`src/rtl/ifu32_pkg.sv`:
```
// ifu32_pkg: FSM state encodings, PC step and default reset PC shared by the fetch unit
package ifu32_pkg;
  typedef enum logic [2:0] {S_IDLE, S_REQ, S_WAIT, S_DROP, S_HALT} state_e;
  localparam int PC_STEP = 4;
  localparam logic [31:0] RESET_PC_DEF = 32'h8000_0000;
endpackage

```
`src/rtl/ifu32_fifo.sv`:
```
// ifu32_fifo: DEPTH-entry sync FIFO (clk, rst async, flush, push/din, pop/dout, count); flush beats push and pop
module ifu32_fifo #(
  parameter int DW = 64,
  parameter int DEPTH = 2
) (
  input  logic                     clk,
  input  logic                     rst,
  input  logic                     flush,
  input  logic                     push,
  input  logic [DW-1:0]            din,
  input  logic                     pop,
  output logic [DW-1:0]            dout,
  output logic [$clog2(DEPTH):0]   count
);
  localparam int PW = $clog2(DEPTH);
  localparam logic [PW:0] FULL = (PW+1)'(DEPTH);
  logic [DW-1:0] mem_q [DEPTH];
  logic [PW-1:0] wr_q, wr_d, rd_q, rd_d;
  logic [PW:0] cnt_q, cnt_d;
  logic do_push, do_pop;
  always_comb begin
    do_pop = pop && !flush && cnt_q != '0;
    do_push = push && !flush && (cnt_q != FULL || do_pop);
    wr_d = flush ? '0 : wr_q + PW'(do_push);
    rd_d = flush ? '0 : rd_q + PW'(do_pop);
    cnt_d = flush ? '0 : cnt_q + (PW+1)'(do_push) - (PW+1)'(do_pop);
  end
  always_ff @(posedge clk or posedge rst)
    if (rst) begin
      wr_q <= '0;
      rd_q <= '0;
      cnt_q <= '0;
    end else begin
      wr_q <= wr_d;
      rd_q <= rd_d;
      cnt_q <= cnt_d;
    end
  always_ff @(posedge clk)
    if (do_push) mem_q[wr_q] <= din;
  assign dout = mem_q[rd_q];
  assign count = cnt_q;
endmodule

```
`src/rtl/ifu32.sv`:
```
// ifu32: RV32 fetch unit; PC + single-outstanding imem reads into a DEPTH-entry queue feeding decode.
// Ports: clk, rst (async, high); imem_req_{valid,ready,addr}; imem_rsp_{valid,data,err};
//        redirect_{valid,pc}; inst_{valid,ready}, inst, inst_pc; fetch_fault (sticky).
// Build option IFU32_ALIGN_CHECK_EN: misaligned redirect faults and halts instead of being word-aligned.
module ifu32
  import ifu32_pkg::*;
#(
  parameter int INST_MAX = 32,
  parameter int WIDTH = 32,
  parameter logic [WIDTH-1:0] RESET_PC = WIDTH'(RESET_PC_DEF),
  parameter int DEPTH = 2
) (
  input  logic                clk,
  input  logic                rst,
  output logic                imem_req_valid,
  input  logic                imem_req_ready,
  output logic [WIDTH-1:0]    imem_req_addr,
  input  logic                imem_rsp_valid,
  input  logic [INST_MAX-1:0] imem_rsp_data,
  input  logic                imem_rsp_err,
  input  logic                redirect_valid,
  input  logic [WIDTH-1:0]    redirect_pc,
  output logic                inst_valid,
  input  logic                inst_ready,
  output logic [INST_MAX-1:0] inst,
  output logic [WIDTH-1:0]    inst_pc,
  output logic                fetch_fault
);
  localparam int PW = $clog2(DEPTH);
  state_e state_q, state_d;
  logic [WIDTH-1:0] pc_q, pc_d, red_pc;
  logic fault_q, fault_d;
  logic [PW:0] count;
  logic [WIDTH+INST_MAX-1:0] q_dout;
  logic hs, push, pop, misalign, outstanding;
`ifdef IFU32_ALIGN_CHECK_EN
  assign misalign = redirect_pc[1:0] != 2'b00;
  assign red_pc = redirect_pc;
`else
  assign misalign = 1'b0;
  assign red_pc = {redirect_pc[WIDTH-1:2], 2'b00};
`endif
  // The queue only ever receives the single outstanding fetch, so a free slot at issue time stays free.
  assign imem_req_valid = state_q == S_REQ && count < (PW+1)'(DEPTH);
  assign imem_req_addr = pc_q;
  assign hs = imem_req_valid && imem_req_ready;
  assign push = state_q == S_WAIT && imem_rsp_valid && !imem_rsp_err && !redirect_valid;
  assign pop = inst_valid && inst_ready;
  // A redirect must discard a response that has not yet returned: either just issued or still in flight.
  assign outstanding = (state_q == S_REQ && hs) || ((state_q == S_WAIT || state_q == S_DROP) && !imem_rsp_valid);
  always_comb begin
    state_d = state_q;
    pc_d = pc_q;
    fault_d = fault_q;
    case (state_q)
      S_IDLE: state_d = S_REQ;
      S_REQ: state_d = hs ? S_WAIT : S_REQ;
      S_WAIT: if (imem_rsp_valid) begin
        state_d = imem_rsp_err ? S_HALT : S_REQ;
        fault_d = imem_rsp_err;
        pc_d = imem_rsp_err ? pc_q : pc_q + WIDTH'(PC_STEP);
      end
      S_DROP: state_d = imem_rsp_valid ? S_REQ : S_DROP;
      default: state_d = state_q;
    endcase
    if (redirect_valid) begin
      pc_d = red_pc;
      fault_d = misalign;
      state_d = misalign ? S_HALT : outstanding ? S_DROP : S_REQ;
    end
  end
  always_ff @(posedge clk or posedge rst)
    if (rst) begin
      state_q <= S_IDLE;
      pc_q <= RESET_PC;
      fault_q <= 1'b0;
    end else begin
      state_q <= state_d;
      pc_q <= pc_d;
      fault_q <= fault_d;
    end
  ifu32_fifo #(.DW(WIDTH + INST_MAX), .DEPTH(DEPTH)) u_fifo (
    .clk(clk),
    .rst(rst),
    .flush(redirect_valid),
    .push(push),
    .din({pc_q, imem_rsp_data}),
    .pop(pop),
    .dout(q_dout),
    .count(count)
  );
  assign inst_valid = count != '0;
  assign inst = inst_valid ? q_dout[INST_MAX-1:0] : '0;
  assign inst_pc = inst_valid ? q_dout[WIDTH+INST_MAX-1 -: WIDTH] : '0;
  assign fetch_fault = fault_q;
endmodule

```
`config.mk`:
```
export PLATFORM = sky130hd
export DESIGN_NAME = ifu32
export DESIGN_NICKNAME = d
export VERILOG_FILES = /design/src/rtl/ifu32_pkg.sv /design/src/rtl/ifu32_fifo.sv /design/src/rtl/ifu32.sv
export SDC_FILE = /design/constraint.sdc
export NUM_CORES = 1
export LEC_CHECK = 0
export CORE_MARGIN = 8
export CORE_UTILIZATION = 45
export CTS_CLUSTER_SIZE = 16
export DETAILED_ROUTE_END_ITERATION = 8
export GPL_TIMING_DRIVEN = 0
export HOLD_SLACK_MARGIN = 0.1
export MAX_ROUTING_LAYER = met4
export PLACE_DENSITY = 0.73
export SLEW_MARGIN = 5
export SYNTH_ARGS = -nofsm -noshare
export SYNTH_HDL_FRONTEND = slang
export SYNTH_SLANG_ARGS = --single-unit
```
`constraint.sdc`:
```
create_clock -name clk -period 3.6 [get_ports clk]
set_clock_uncertainty 0.15 [all_clocks]
set_input_delay 0.72 -clock clk [delete_from_list [all_inputs] [get_ports clk]]
set_output_delay 0.72 -clock clk [all_outputs]
set_load 0.01 [all_outputs]
```
# Word-level counts from Yosys, hierarchy flattened
# Memories as Yosys holds them, arrays and structs flattened.
# Index checks and enable logic that the tools add are counted.
# word_totals
in_bits	71
mem_bits_rw	128
word_cells	66
n_memories	1
regBits	40
# classes
n_addsub	5
reduce_logical	26
mux	21
order_cmp	1
n_eq_ne	6
# mem_list
name	depth	width	rd	rd_clocked_by_memory_dff	write_ports	line	source
u_fifo.mem_q	2	64	1	0	1	ifu32_fifo.sv:17	logic [DW-1:0] mem_q [DEPTH];
# ops
op	n
$mux 32	6
$add 32x3->32 const B	1
$logic_and 1x1->1	12
$pmux 3 s4	1
$mux 3	3
$mux 2	4
$mux 1	7
$eq 3x2->1 const B	2
$reduce_bool 2->1	3
$reduce_bool 5->1	1
$reduce_and 2->1	2
$eq 3x1->1 const B	1
$logic_not 1->1	3
$logic_not 3->1	1
$logic_or 1x1->1	3
$ne 3x3->1 const B	1
$reduce_and 3->1	1
$add 1x1->1	2
$add 2x1->2	1
$lt 2x2->1 const B	1
$ne 2x1->1 const B	1
$ne 2x2->1 const B	1
$sub 2x1->2	1

# Depth between registers and ports, before layout
# Gate-level depths: netlist of the first run.
# logic_depth
depth_word	9
ltp_mapped	10

# By module
# From an unflattened synthesis of the first run, not the netlist that was laid out.
# unflattened
cells_unflattened	512
area_unflattened_um2	7297.0
# by_module_without_submodules
mod	cells_per_inst	area_each_um2	n_inst
ifu32_fifo	223	4889.7	1
ifu32	289	2407.3	1

# Worst setup path before layout of the first run
# OpenSTA, ideal clock, no wires.
# synth_path
path_type	input to register
start	in redirect_valid
end	mem u_fifo.mem_q[1][0], enable pin
required_time_ns	3.023
slack_ns	0.002
arrival_ns	3.022
n_path_buf	2
stages	5
cell_sequence	clkbuf_1 inv_1 clkbuf_1 o311a_1 ha_1
# synth_via
elab_chain_len	7
elab_cells_between_ends	9
# synth_lines
element	line	source
from (decl)	ifu32.sv:21	input logic redirect_valid,
$logic_not 1->1 (*)	ifu32_fifo.sv:22, ifu32_fifo.sv:23, ifu32.sv:47	
$logic_and 1x1->1 (2 in a row)	ifu32_fifo.sv:22	do_pop = pop && !flush && cnt_q != '0;
$logic_or 1x1->1	ifu32_fifo.sv:23	do_push = push && !flush && (cnt_q != FULL || do_pop);
$logic_and 1x1->1 (*)	ifu32_fifo.sv:23	
$mux 1 (*)	ifu32_fifo.sv:39	if (do_push) mem_q[wr_q] <= din;
$mux 1 (not written as such) (*)	ifu32_fifo.sv:39	
to (decl)	ifu32_fifo.sv:17	
# Every way passes the cells marked *; elsewhere a longest branch is shown, timed or not.

# Final worst setup path of the first run
# layout_path
start	in redirect_valid
end	mem u_fifo.mem_q[0][48], enable pin
# Same word-level chain as after synthesis.

==> reports/metrics.yaml, run 1 <==
fmax_ghz: 0.299
seqPwrFrac_pct: 47.3
grt-ovfl-total: 0
synth_top_area_cell: "edfxtp_1"
gp_congestion: 0.847
reg2reg_slack_ps: 700
comb_power_share_pct: 8.6
setup.worst_path.start: "redirect_valid"
syn_avg_cell_area_um2: 13.1
start_util_pct: 45.9
totalWireLength_mm: 17.6
cp-start-kind: "primary input"
synthArstFlopShare_pct: 23.5
syn2layout_area_growth_pct: 37.4
worst_ep_arrival_time_ps: 3290
track_usage_pct: 18.1
cts_made_buffers: 17
postLayoutCellArea_um2: 9590
syn-cell-area_um2: 6980
cts_max_path_buffers: 2
power_leakage_nw: 3.22
netSwitchingPower_mw: 0.948
synth-edff-count: 124
place_area_um2: 8930
power.share.clock_pct: 44.1
fp.dieW_um: 141
worst_pin_slew_ps: 801
firstDrtPassIters: 5
port_buffers: 163
powerDensity_nw_per_um2: 474
antenna_found_initial: 0
fill_cells: 1183
drc: 0
postRouteAntennaNets: 0
clock_sink_count: 162
pin_count: 170
setup_viol: 0
drive_gt1_share_pct: 7.09
max-vdd-ir-drop_mv: 0.343
placed_cells: 890
post_cts_buffers: 0
hpwl_mm: 12.5
synth_cells: 534
endpoint: "u_fifo.mem_q[0][48]$_DFFE_PP_"
tritoncts: "done"
yosys-top-cells-area: "edfxtp_1, dfrtp_1, mux2i_1, nor2_1, or4_1"
grt_max_degree: 41
yosysWarnings: 0
swShare_pct: 20.8
critical_path_class: "primary input to flip-flop"
ys.flop_type: "edfxtp_1"
die_area_um2: 19800
rows: 45
die_h_um: 141
core-area_um2: 15200
maxCapViolCount: 0
drtIter0Drc: 393
synth-seq-cells: 162
cp-end-kind: "flip-flop"
clkLatencyLatePin_ps: 420
critPathMaxFanout: 40
slew_viol_final: 0
r2r_end: "u_fifo.mem_q[0][48]$_DFFE_PP_"
grt_pass1_wl_mm: 26.9
synth_top_area_share_pct: 53.3
final-hold-violation-count: 0
hp-class: "flip-flop to flip-flop"
viasPerCell: 5.40
cp.required_ps: 3550
num_antenna_cells: 0
post_drt_wl_per_cell_um: 19.1
status: "finished, final reports clean"
clk_pin_slew_worst_paths_ps: 60
period_share_pct: 92.8
rsz0062_at_grt: "no"
power.internal_mw: 3.60
vias: 4970
final_cell_count_no_fill: 921
period_needed_ps: 3340
r2r_cells: 6
grt_pass1_vias: 4978
root_buffer: "clkbuf_16"
max_slew_margin_pct: 46.5
htreeDepth: 4
r2r_start: "state_q[2]$_DFFE_PP0P_"
synth.distinct_cells: 43
yosysSeqAreaShare_pct: 67.0
final_nets: 796
-- repair_timing --
action / 4_1_cts / 5_1_grt
endpoints found under the setup margin: 60 / 49
endpoints found under the hold margin: 0 / 0
hold buffers: 0 / 0
resized for setup: 2 / 12
-- layout make-up --
type | count | area, um^2 | share of cell area [%]
buffer | 28 | 136 | 1.42
tap | 188 | 235 | 2.45
sequential | 162 | 4680 | 48.7
timing repair buffer | 165 | 1670 | 17.4
multi-input combinational | 329 | 2150 | 22.4
inverter | 17 | 63.8 | 0.665
clock inverter | 11 | 209 | 2.18
clock buffer | 21 | 450 | 4.70
-- synth_stat cells, drive strengths merged (7+ instances only) --
cell type,count
clkbuf,22
dfrtp,37
o21ai,18
inv,17
o31ai,8
or3,8
a31oi,13
mux2i,64
buf,7
nand4,11
nor2,88
nand2,32
nand3,11
edfxtp,124
or4,19
xnor2,11
-- layout by cell type, fill, tap and decap left out, types with 2 or more instances in the layout --
cell	count
a21oi_1	2
nor3_1	6
buf_4	4
or4_4	2
or4_1	17
mux2i_1	64
clkbuf_2	7
conb_1	4
ha_4	2
nor2_1	87
clkdlybuf4s50_1	163
o211ai_1	2
a311o_1	3
buf_1	2
a31oi_1	13
clkbuf_16	17
nand2_1	32
nand3b_1	2
nor4_1	5
and2_1	2
buf_12	2
bufinv_16	6
inv_1	16
xnor2_1	11
or3_1	8
ha_1	3
clkbuf_1	17
nand3_1	11
o21ai_0	18
nand4_1	10
edfxtp_1	124
nor2b_1	2
o31ai_1	8
dfrtp_1	37
xor2_1	2
clkinv_2	4
-- registers in the layout (all words and copies together) (netlist names) --
register	cells
imem_req_addr	30
u_fifo.wr_q	1
fetch_fault	1
u_fifo.count	2
u_fifo.mem_q	124
u_fifo.rd_q	1
state_q	3
-- metal layers --
metal	part of all wire, %	wire length (um)	vias up	global-route usage, %
met2	50	8720	201	29.6
met1	42	7380	2402	21.4
met5	0	0	-	-
met3	6.2	1080	24	3.95
met4	2.2	380	0	7.86
li1	-	-	2343	-
-- worst max-delay path, stage by stage --
cell             delay (ps)
clkdlybuf4s50_1         470
clkbuf_1                290
inv_1                   170
clkbuf_1                450
o311a_1                 420
ha_4                    420
buf_12                  300
-- through the flow --
step	TNS (ps)	setup WS (ps)	util [%]	power, mW	hold WS, ps
finish	0	259	63.1	4.55	411
floorplan	0	1.66	-	2.33	387
CTS	0	13.9	63.1	4.58	405
detailed placement	-9350	-234	58.7	2.58	393
global route	0	113	63.1	4.69	428
global placement	-207970	-1680	58.3	2.57	388
-- logic make-up after synthesis --
group                      share of synthesized area [%]
AOI/OAI and AO/OA                                   4.77
xor gates and xnor gates                            1.63
adders and majority gates                          0.896
buffers and inverters                               2.80
DFF                                                 67.0
muxes                                               9.17
other                                             0.0537
and+or+nand+nor                                     13.7
-- power by group through the flow --
stage	combinational, mW	clock (mW)	sequential [mW]
floorplan	0.149	0	2.18
global placement	0.383	0	2.18
detailed placement	0.394	0	2.19
CTS	0.395	2.04	2.15
global route	0.423	2.11	2.16
finish	0.390	2.00	2.15
-- worst min-delay path by stage --
stage | startpoint | end | slack, ps | cells past startpoint
5_1_grt | imem_req_addr[31]$_DFFE_PP1P_ | u_fifo.mem_q[1][63]$_DFFE_PP_ | 430 | 0
2_1_floorplan | state_q[0]$_DFFE_PP0P_ | state_q[0]$_DFFE_PP0P_ | 390 | 2
3_5_place_dp | fetch_fault$_DFFE_PP0P_ | fetch_fault$_DFFE_PP0P_ | 390 | 2
4_1_cts | fetch_fault$_DFFE_PP0P_ | fetch_fault$_DFFE_PP0P_ | 410 | 2
6_report | fetch_fault$_DFFE_PP0P_ | fetch_fault$_DFFE_PP0P_ | 410 | 2
3_3_place_gp | fetch_fault$_DFFE_PP0P_ | fetch_fault$_DFFE_PP0P_ | 390 | 2
Power figures use the tool's default switching activity.
==> inputs of run 2 (changes only) <==
==> constraint.sdc (replaced) <==
create_clock -name clk -period 3.04 [get_ports clk]
set_clock_uncertainty 0.15 [all_clocks]
set_input_delay 0.608 -clock clk [delete_from_list [all_inputs] [get_ports clk]]
set_output_delay 0.608 -clock clk [all_outputs]
set_load 0.005 [all_outputs]
==> run 2 against run 1 <==
Power rose by 18%. Largest cell class unchanged. Via count rose by 0.44%. Sequential share of layout area down 0.13 points. Combinational power increased by 12%. Non-clock buffer count unchanged. Cell count did not move. Critical path depth did not move.
==> reports/metrics.yaml, run 2 (synthesized netlist as in run 1, its figures left out) <==
status: "finished, final reports clean"
crit_chain: "clkdlybuf4s50_1, nand4bb_4, clkbuf_1, nor2_2, o311a_1, ha_4, buf_12"
power_leakage_nw: 3.24
rsz0062_at_grt: "yes"
clock_sink_count: 162
drc: 0
critPathMaxFanout: 40
fmax_ghz: 0.341
grt_pass1_wl_mm: 27.2
totalWireLength_mm: 17.8
cts_made_buffers: 17
port_buffers: 163
period_needed_ps: 2940
slew_viol_final: 0
timing.final.ws_setup_ps: 104
max_slew_margin_pct: 46.1
seqPwrFrac_pct: 47.5
hp-class: "flip-flop to flip-flop"
comb_power_share_pct: 8.2
setup_viol: 0
largest_reg_flops: 124
cp-start-kind: "primary input"
pre_cts_ws_ps: -682
drive_gt1_share_pct: 7.91
max-vdd-ir-drop_mv: 0.407
final_common_cell: "clkdlybuf4s50_1"
syn2layout_area_growth_pct: 37.8
critical_path_class: "primary input to flip-flop"
path_buf_inv: 3
clkLatencyLatePin_ps: 420
powerDensity_nw_per_um2: 557
power_mw: 5.36
grt_pass1_vias: 4970
cp-end-kind: "flip-flop"
viasPerCell: 5.42
layout_common_cells: "clkdlybuf4s50_1, edfxtp_1, nor2_1"
track_usage_pct: 18.4
final-hold-violation-count: 0
fp.dieW_um: 141
hold_path_depth: 2
root_buffer: "clkbuf_16"
power.share.clock_pct: 44.3
hpwl_mm: 12.5
die_h_um: 141
num_antenna_cells: 0
postRouteAntennaNets: 0
final_util_pct: 63.3
worst_pin_slew_ps: 808
cp.required_ps: 2990
grt-ovfl-total: 0
critPathMaxStageDelay_ps: 610
post_drt_wl_per_cell_um: 19.3
tritoncts: "done"
pin_count: 170
critical_path.top_delay_family: "buffers and inverters"
holdWs_ps: 411
period_share_pct: 96.6
gp_congestion: 0.847
netSwitchingPower_mw: 1.10
swShare_pct: 20.5
final_nets: 796
place_area_um2: 8930
core-area_um2: 15200
critPathSlowestCell: "clkdlybuf4s50_1"
firstDrtPassIters: 5
grt_max_degree: 41
die_area_um2: 19800
clk_pin_slew_worst_paths_ps: 60
postLayoutCellArea_um2: 9620
cts_hold_buf: 0
largest-register: "u_fifo.mem_q"
drtIter0Drc: 379
antenna_found_initial: 0
vias: 4992
cts_max_path_buffers: 2
worst-path-stages: 7
worst_ep_arrival_time_ps: 2880
r2r_cells: 6
rows: 45
start_util_pct: 45.9
htreeDepth: 4
power.internal_mw: 4.26
maxCapViolCount: 0
==> run 2: cell types whose count changed in the layout (fill, tap and decap cells not counted), sizes merged <==
cell / before / now
clkbuf: 42 / 37
buf: 9 / 14
==> run 2: power by group through the flow <==
| stage | Combinational [mW] | Clock (mW) | Sequential (mW) |
|---|---|---|---|
| 3_3_place_gp | 0.429 | 0 | 2.59 |
| 4_1_cts | 0.444 | 2.41 | 2.55 |
| 6_report | 0.438 | 2.38 | 2.55 |
| 3_5_place_dp | 0.442 | 0 | 2.59 |
| 5_1_grt | 0.477 | 2.50 | 2.56 |
| 2_1_floorplan | 0.168 | 0 | 2.57 |
==> run 2: final cells by class <==
type	instances	area [um^2]
Clock inverter	11	209
Buffer	26	134
Timing Repair Buffer	167	1690
Multi-Input combinational cell	329	2160
Inverter	17	63.8
Fill cell	1178	5580
Sequential cell	162	4680
Clock buffer	21	450
Tap cell	188	235
==> run 2: per-stage QoR <==
step	setup TNS, ps	instances
5_1_grt	-16.4	921
4_1_cts	0	922
3_3_place_gp	-268340	888
6_report	0	921
2_1_floorplan	-55340	537
3_5_place_dp	-64670	890
==> run 2: routing by layer <==
| layer | global-route usage [%] | share of wire, % |
|---|---|---|
| met1 | 21.7 | 42 |
| met3 | 3.92 | 6.6 |
| met5 | - | 0 |
| met2 | 30.1 | 49 |
| met4 | 7.98 | 2.4 |
==> run 2: final timing paths <==
kind | slack [ps] | startpoint | to
setup / recovery | 100 | imem_rsp_valid | u_fifo.mem_q[0][48]$_DFFE_PP_
hold / removal | 410 | fetch_fault$_DFFE_PP0P_ | fetch_fault$_DFFE_PP0P_
setup reg to reg | 330 | state_q[2]$_DFFE_PP0P_ | u_fifo.mem_q[0][48]$_DFFE_PP_
hold reg to reg | 410 | fetch_fault$_DFFE_PP0P_ | fetch_fault$_DFFE_PP0P_
max in group asynchronous | 1660 | rst | u_fifo.rd_q$_DFF_PP0_
min in group asynchronous | 510 | rst | imem_req_addr[29]$_DFFE_PP0P_
==> run 2: worst register-to-register path, delay by kind of cell, from the launching register on <==
family / cells / cell delay (ps)
buffers and inverters: 2 / 550
AND/OR/NAND/NOR: 2 / 520
flip-flops: 1 / 450
AO/OA/AOI/OAI: 1 / 350
adder cells (fa/ha/maj): 1 / 340
==> run 2: repair_timing <==
item                                    CTS  global route
buffers inserted                          2             0
endpoints found under the setup margin  145           113
gates resized for setup                  10            10
pin swaps                                 1             1
